`src/rtl/gpr_pkg.sv`:
```
// Shared types for the GPR writeback slice.
// Register-address width, file size and writeback request bundle.
package gpr_pkg;

   localparam int REG_ADDR_W = 5;
   localparam int NUM_REGS   = 32;
   localparam int GPR_DATA_W = 64;

   typedef struct packed {
      logic [REG_ADDR_W-1:0] rd;
      logic [GPR_DATA_W-1:0] data;
   } wb_req_t;

endpackage

```
`src/rtl/gpr_wb_unit_if.sv`:
```
// Valid/ready channel carrying long-latency LSU/MDU results
// into the writeback unit.
interface gpr_wb_unit_if
   import gpr_pkg::*;
#(
   parameter int DATA_W = GPR_DATA_W
);

   logic                  valid;
   logic                  ready;
   logic [REG_ADDR_W-1:0] rd;
   logic [DATA_W-1:0]     data;

   modport master (
      output valid,
      output rd,
      output data,
      input  ready
   );

   modport slave (
      input  valid,
      input  rd,
      input  data,
      output ready
   );

endinterface

```
`src/rtl/gpr_wb_unit_fifo.sv`:
```
// Synchronous FIFO of writeback requests; the head entry
// is visible combinationally so the arbiter can pop same-cycle.
module wb_fifo
   import gpr_pkg::*;
#(
   parameter int DEPTH = 4
) (
   input  logic                     clk,
   input  logic                     rst_n,
   input  logic                     push,
   input  logic                     pop,
   input  wb_req_t                  wdata,
   output wb_req_t                  rdata,
   output logic                     full,
   output logic                     empty,
   output logic [$clog2(DEPTH):0]   count
);

   localparam int AW = $clog2(DEPTH);
   localparam int CW = AW + 1;
   localparam logic [CW-1:0] FULL_CNT = CW'(DEPTH);

   wb_req_t         mem [DEPTH];
   logic [AW-1:0]   wptr;
   logic [AW-1:0]   rptr;

   // Power-of-2 depth: pointers wrap by natural overflow.
   always_ff @(posedge clk or negedge rst_n) begin
      if (!rst_n) begin
         wptr  <= '0;
         rptr  <= '0;
         count <= '0;
      end else begin
         if (push) wptr <= wptr + 1'b1;
         if (pop)  rptr <= rptr + 1'b1;
         case ({push, pop})
            2'b10:   count <= count + 1'b1;
            2'b01:   count <= count - 1'b1;
            default: count <= count;
         endcase
      end
   end

   always_ff @(posedge clk) begin
      if (push) mem[wptr] <= wdata;
   end

   assign rdata = mem[rptr];
   assign full  = (count == FULL_CNT);
   assign empty = (count == '0);

endmodule

```
`src/rtl/gpr_wb_unit.sv`:
```
// Writeback producer: merges ALU and buffered LSU/MDU results
// into the GPR write port and tracks pending writes for RAW stalls.
module gpr_wb_unit
   import gpr_pkg::*;
#(
   parameter int DATA_W     = GPR_DATA_W,
   parameter int B_DEPTH    = 4,
   parameter int STARVE_MAX = 8
) (
   input  logic                  clk_i,
   input  logic                  rst_i,
   input  logic                  a_valid_i,
   input  logic [REG_ADDR_W-1:0] a_rd_i,
   input  logic [DATA_W-1:0]     a_data_i,
   gpr_wb_unit_if.slave          b,
   input  logic                  issue_i,
   input  logic [REG_ADDR_W-1:0] issue_rd_i,
   output logic [REG_ADDR_W-1:0] Rd_o,
   output logic [DATA_W-1:0]     Rd_data_o,
   output logic                  Rd_wen_o,
   output logic [NUM_REGS-1:0]   pend_o,
   output logic                  stall_req_o
);

   localparam int CW = $clog2(B_DEPTH) + 1;
   localparam int SW = $clog2(STARVE_MAX + 1);
   localparam logic [CW-1:0] FULL_CNT   = CW'(B_DEPTH);
   localparam logic [SW-1:0] STARVE_LIM = SW'(STARVE_MAX);

   wb_req_t               a_req;
   wb_req_t               b_req;
   wb_req_t               head;
   wb_req_t               sel;
   logic                  sel_v;
   logic                  push;
   logic                  pop;
   logic                  full;
   logic                  empty;
   logic [CW-1:0]         count;
   logic                  rdy_q;
   logic [SW-1:0]         starve_cnt;
   logic [SW-1:0]         cnt_nxt;
   logic [NUM_REGS-1:0]   pend_nxt;

   assign a_req = '{rd: a_rd_i, data: a_data_i};
   assign b_req = '{rd: b.rd, data: b.data};

   // rdy_q keeps ready low while reset is held, without an input path.
   assign b.ready = rdy_q && (count != FULL_CNT);
   assign push    = b.valid && b.ready;

   wb_fifo #(
      .DEPTH (B_DEPTH)
   ) u_fifo (
      .clk   (clk_i),
      .rst_n (rst_i),
      .push  (push),
      .pop   (pop),
      .wdata (b_req),
      .rdata (head),
      .full  (full),
      .empty (empty),
      .count (count)
   );

   always_comb begin
      sel   = '0;
      sel_v = 1'b0;
      pop   = 1'b0;
      if (a_valid_i) begin
         sel   = a_req;
         sel_v = 1'b1;
      end else if (!empty) begin
         sel   = head;
         sel_v = 1'b1;
         pop   = 1'b1;
      end
   end

   always_comb begin
      cnt_nxt = starve_cnt;
      if (pop || empty) begin
         cnt_nxt = '0;
      end else if (a_valid_i && starve_cnt != STARVE_LIM) begin
         cnt_nxt = starve_cnt + 1'b1;
      end
   end

   // Set is applied after clear so a newer producer stays pending.
   always_comb begin
      pend_nxt = pend_o;
      if (sel_v) pend_nxt[sel.rd] = 1'b0;
      if (issue_i) pend_nxt[issue_rd_i] = 1'b1;
      pend_nxt[0] = 1'b0;
   end

   always_ff @(posedge clk_i or negedge rst_i) begin
      if (!rst_i) begin
         rdy_q       <= 1'b0;
         starve_cnt  <= '0;
         stall_req_o <= 1'b0;
         pend_o      <= '0;
         Rd_o        <= '0;
         Rd_data_o   <= '0;
         Rd_wen_o    <= 1'b0;
      end else begin
         rdy_q       <= 1'b1;
         starve_cnt  <= cnt_nxt;
         stall_req_o <= (cnt_nxt >= STARVE_LIM);
         pend_o      <= pend_nxt;
         Rd_wen_o    <= sel_v && (sel.rd != '0);
         if (sel_v && sel.rd != '0) begin
            Rd_o      <= sel.rd;
            Rd_data_o <= sel.data;
         end
      end
   end

   always_ff @(posedge clk_i) begin
      if (rst_i) begin
         assert (!(stall_req_o && a_valid_i))
            else $error("gpr_wb_unit: a_valid_i asserted during stall_req_o");
         assert (!(push && full))
            else $error("gpr_wb_unit: push into full B buffer");
      end
   end

endmodule

```
`src/flat_wrapper.sv`:
```
// flat-port wrapper written by rule: the top's interface ports become plain ports
module gpr_wb_unit_flat import gpr_pkg::*;
#(
   parameter int DATA_W     = GPR_DATA_W,
   parameter int B_DEPTH    = 4,
   parameter int STARVE_MAX = 8
)
  (clk_i, rst_i, a_valid_i, a_rd_i, a_data_i, issue_i, issue_rd_i, Rd_o, Rd_data_o, Rd_wen_o, pend_o, stall_req_o, b_valid, b_rd, b_data, b_ready);
  gpr_wb_unit_if #(.DATA_W(DATA_W)) b_i ();
  input  logic clk_i;
  input  logic rst_i;
  input  logic a_valid_i;
  input  logic [REG_ADDR_W-1:0] a_rd_i;
  input  logic [DATA_W-1:0] a_data_i;
  input  logic issue_i;
  input  logic [REG_ADDR_W-1:0] issue_rd_i;
  output logic [REG_ADDR_W-1:0] Rd_o;
  output logic [DATA_W-1:0] Rd_data_o;
  output logic Rd_wen_o;
  output logic [NUM_REGS-1:0] pend_o;
  output logic stall_req_o;
  input wire logic [$bits(b_i.valid)-1:0] b_valid;
  input wire logic [$bits(b_i.rd)-1:0] b_rd;
  input wire logic [$bits(b_i.data)-1:0] b_data;
  output wire logic [$bits(b_i.ready)-1:0] b_ready;
  assign b_i.valid = b_valid;
  assign b_i.rd = b_rd;
  assign b_i.data = b_data;
  assign b_ready = b_i.ready;
  gpr_wb_unit #(.DATA_W(DATA_W), .B_DEPTH(B_DEPTH), .STARVE_MAX(STARVE_MAX)) u_core (.clk_i(clk_i), .rst_i(rst_i), .a_valid_i(a_valid_i), .a_rd_i(a_rd_i), .a_data_i(a_data_i), .b(b_i), .issue_i(issue_i), .issue_rd_i(issue_rd_i), .Rd_o(Rd_o), .Rd_data_o(Rd_data_o), .Rd_wen_o(Rd_wen_o), .pend_o(pend_o), .stall_req_o(stall_req_o));
endmodule
```
`config.mk`:
```
export PLATFORM = sky130hd
export DESIGN_NAME = gpr_wb_unit_flat
export DESIGN_NICKNAME = d
export VERILOG_FILES = /design/src/rtl/gpr_pkg.sv /design/src/rtl/gpr_wb_unit_if.sv /design/src/rtl/gpr_wb_unit_fifo.sv /design/src/rtl/gpr_wb_unit.sv /design/src/flat_wrapper.sv
export SDC_FILE = /design/constraint.sdc
export NUM_CORES = 1
export LEC_CHECK = 0
export CORE_MARGIN = 2
export CORE_UTILIZATION = 53
export CTS_CLUSTER_DIAMETER = 80
export DETAILED_ROUTE_END_ITERATION = 6
export GPL_TIMING_DRIVEN = 0
export PLACE_DENSITY = 0.88
export SETUP_SLACK_MARGIN = 0.02
export SLEW_MARGIN = 10
export SYNTH_ARGS = -nofsm -noshare
export SYNTH_HDL_FRONTEND = slang
export SYNTH_SLANG_ARGS = --single-unit
```
`constraint.sdc`:
```
create_clock -name clk_i -period 3.15 [get_ports clk_i]
set_input_delay 0.63 -clock clk_i [delete_from_list [all_inputs] [get_ports clk_i]]
set_output_delay 0.63 -clock clk_i [all_outputs]
set_load 0.03 [all_outputs]
```
==> impl_metrics.toml <==
[sta]
fin_crit_ns = 3.01
fin_tns_setup_ns = 0
maxSlewViolCount = 0
finalHoldViolCount = 0
worst_slack_ns = 0.142
tightest_slew_ns = 0.979
relSlewSlack_pct = 34.3
finalSetupViolations = 0
min_period_over_period_pct = 95.5
rsz0062_at_grt = "false"
fmax_ghz = 0.332
skew_ns = 0.0323

[worst_setup_path]
worstPathRequired_ns = 3.59
reg2reg_from = "u_core.u_fifo.count[0]"
worstSetupPathType = "in2reg"
rrSetupSlack_ns = 0.33
critPathCaptureType = "flip-flop"
crit_fanout = 10
critPathLaunch = "a_valid_i"
crit-reg2reg-capture = "u_core.u_fifo.count[2]"
cp.arrival_ns = 3.45
startpoint_type = "primary input"
reg2reg_depth = 9

[power]
power.density_nw_per_um2 = 928
max-vdd-ir-drop_mv = 0.684
p_leak_nw = 7.02
p_total_mw = 18.3

[yosys]
synth_seq_cells = 389
synth_top_area_share_pct = 54.7
synth_top_area_cell = "edfxtp_1"
synth-main-ff-cell = "edfxtp_1"
yosys-top-cells-area = "edfxtp_1 55%, dfrtp_1 19%, mux4_2 10%"
synth_area_sq_um = 15200
async_flop_share_pct = 29.0
syn_area_per_cell_sq_um = 17.0
syn_nets = 1047
ys_seq_area_share_pct = 73.3
ys_types = 48
synth_enable_flop_cells = 276
syn_inst = 891
synth_warnings = 0

[route]
first_pass_iters = 6
antenna_left = 0
viasPerCell = 6.00
drt_iter0_markers = 701
wirelength_um = 37900
avgRoutedWirePerCell_um = 23.8
vias = 9572
drc = 0

[clock_tree]
cts_buffer_depth = 3
clkTransAtPathRegs_ns = 0.06
numClockSinks = 389
clock-root-buffer = "clkbuf_16"
cts_hold_buffers = 0
cts_tree = "built"
clock_latency_ns = 0.54
cts_buffers = 40
htree_num_levels = 2

[die]
dieArea_sq_um = 30000
rows = 61
die_y_um = 173
initial_core_util_pct = 54.1
die_w_um = 173
io_pins = 252
design.core.area_sq_um = 28000

[cells_and_area]
multi_input_area_sq_um = 3760
fill_cells = 1744
layout.nets = 1341
seqCellArea_sq_um = 11100
design_area_sq_um = 19700
drive_gt1_share_pct = 14.2
syn_to_final_growth_pct = 30.2
antennaDiodeCount = 0

[grt]
antenna_found_initial = 5
grt_pass1_wl_um = 57200
grt.total_usage_pct = 25.0
grt_pass1_vias = 10000
grt-ovfl-total = 0
grt_start_max_net_pins = 62

[flow_run]
max_cap_viol_count = 0

[placement]
place_hpwl_um = 24500
dpl_cell_area_sq_um = 18300
port-buffer-count = 247
dpl_worst_slack_ns = -0.928
gp_congestion = 0.828

[run_status]
status = "finished, final reports clean"

[worst_hold_path]
hold_class = "in2async"
registers in the layout, indices dropped and copies added (netlist names):
name and count:
u_core.u_fifo.rptr 2, u_core.starve_cnt 3, u_core.pend_o 31, u_core.rdy_q 1, u_core.stall_req_o 1, u_core.Rd_data_o 64
u_core.u_fifo.count 3, u_core.u_fifo.wptr 2, u_core.Rd_wen_o 1, u_core.u_fifo.mem 276, u_core.Rd_o 5
cells by family after synthesis:
family | count (synthesis) | synth area share, %
flip-flops | 389 | 73.3
AO/OA/AOI/OAI | 215 | 8.98
AND/OR/NAND/NOR | 130 | 3.95
multiplexers | 71 | 10.4
buffers and inverters | 68 | 2.15
adder cells (fa/ha/maj) | 8 | 0.710
XOR/XNOR | 8 | 0.462
other | 2 | 0.0495
timing repair:
item,CTS,global route
gates resized for setup,3,6
endpoints found under the setup margin,12,5
hold endpoints to repair,0,0
buffers inserted,0,0
metal layers:
layer	wire length, um	global-route usage (%)	part of all wire [%]
met5	52	0	0.14
met4	1340	9.00	3.5
met3	3230	6.68	8.5
met2	18900	43.0	50
met1	14400	30.6	38
per-stage QoR:
stage          util, %  hold WS, ns  cells
4_1_cts           70.5       0.0889   1595
5_1_grt           70.5        0.107   1595
3_5_place_dp      65.2        0.474   1521
3_3_place_gp      64.7        0.482   1516
2_1_floorplan        -        0.334    891
6_report          70.5       0.0654   1595
report_power, final:
group | internal [mW] | total, mW | switching, mW | leakage (nW)
Sequential | 6.53 | 6.99 | 0.463 | 3.87
Combinational | 2.64 | 6.19 | 3.55 | 2.44
Clock | 3.18 | 5.15 | 1.97 | 0.714
cell usage in the layout, fill, tap and decap left out, types with 4 or more instances in the layout:
cell	netlist	layout
a22oi_1	64	64
a21oi_2	4	4
clkbuf_1	31	36
inv_1	16	16
buf_6	8	9
ha_1	7	7
buf_16	0	5
a31oi_1	4	4
nand2_1	17	17
dfrtp_1	113	113
clkbuf_8	0	10
xor2_1	4	4
clkdlybuf4s50_1	0	246
o2bb2ai_1	4	4
nand3_1	5	5
clkbuf_16	0	40
edfxtp_1	276	276
and3_4	0	4
buf_2	6	6
nor2_1	75	74
a21oi_1	63	63
xnor2_1	4	4
o21ai_0	58	58
nand3b_1	5	5
buf_1	6	7
and2_1	5	5
nand2b_1	4	4
bufinv_16	0	7
mux4_2	69	69
cells in the mapped netlist, types with 5 or more instances:
master / number
mux4_2: 69
and3_1: 6
a21oi_1: 63
clkbuf_1: 31
buf_2: 6
inv_1: 16
ha_1: 7
and2_1: 5
nand3b_1: 5
nand2_1: 17
edfxtp_1: 276
a22oi_1: 64
nor2_1: 75
nand3_1: 5
buf_1: 6
buf_6: 8
dfrtp_1: 113
o21ai_0: 58
cell type report:
class | count | share of cell area [%]
tap | 378 | 2.40
clock buffer | 59 | 5.94
clock inverter | 15 | 1.45
buffer | 52 | 1.37
timing repair buffer | 252 | 13.2
sequential | 389 | 56.3
multi-input combinational | 434 | 19.0
inverter | 16 | 0.304
critical path: stages:
cell             delay, ns
clkdlybuf4s50_1       0.48
clkbuf_1              0.27
nor2_4                0.44
clkbuf_1              0.57
clkbuf_1              0.66
a22oi_1               0.16
a21oi_1               0.22
worst max-delay path by stage:
stage	cells past startpoint	to
2_1_floorplan	3	u_core.u_fifo.mem[0][0]
3_3_place_gp	1	u_core.Rd_data_o[25]
3_5_place_dp	10	u_core.u_fifo.count[2]
4_1_cts	7	u_core.Rd_data_o[48]
5_1_grt	7	u_core.Rd_data_o[12]
6_report	7	u_core.Rd_data_o[48]
(Power assumes the default switching activity.)
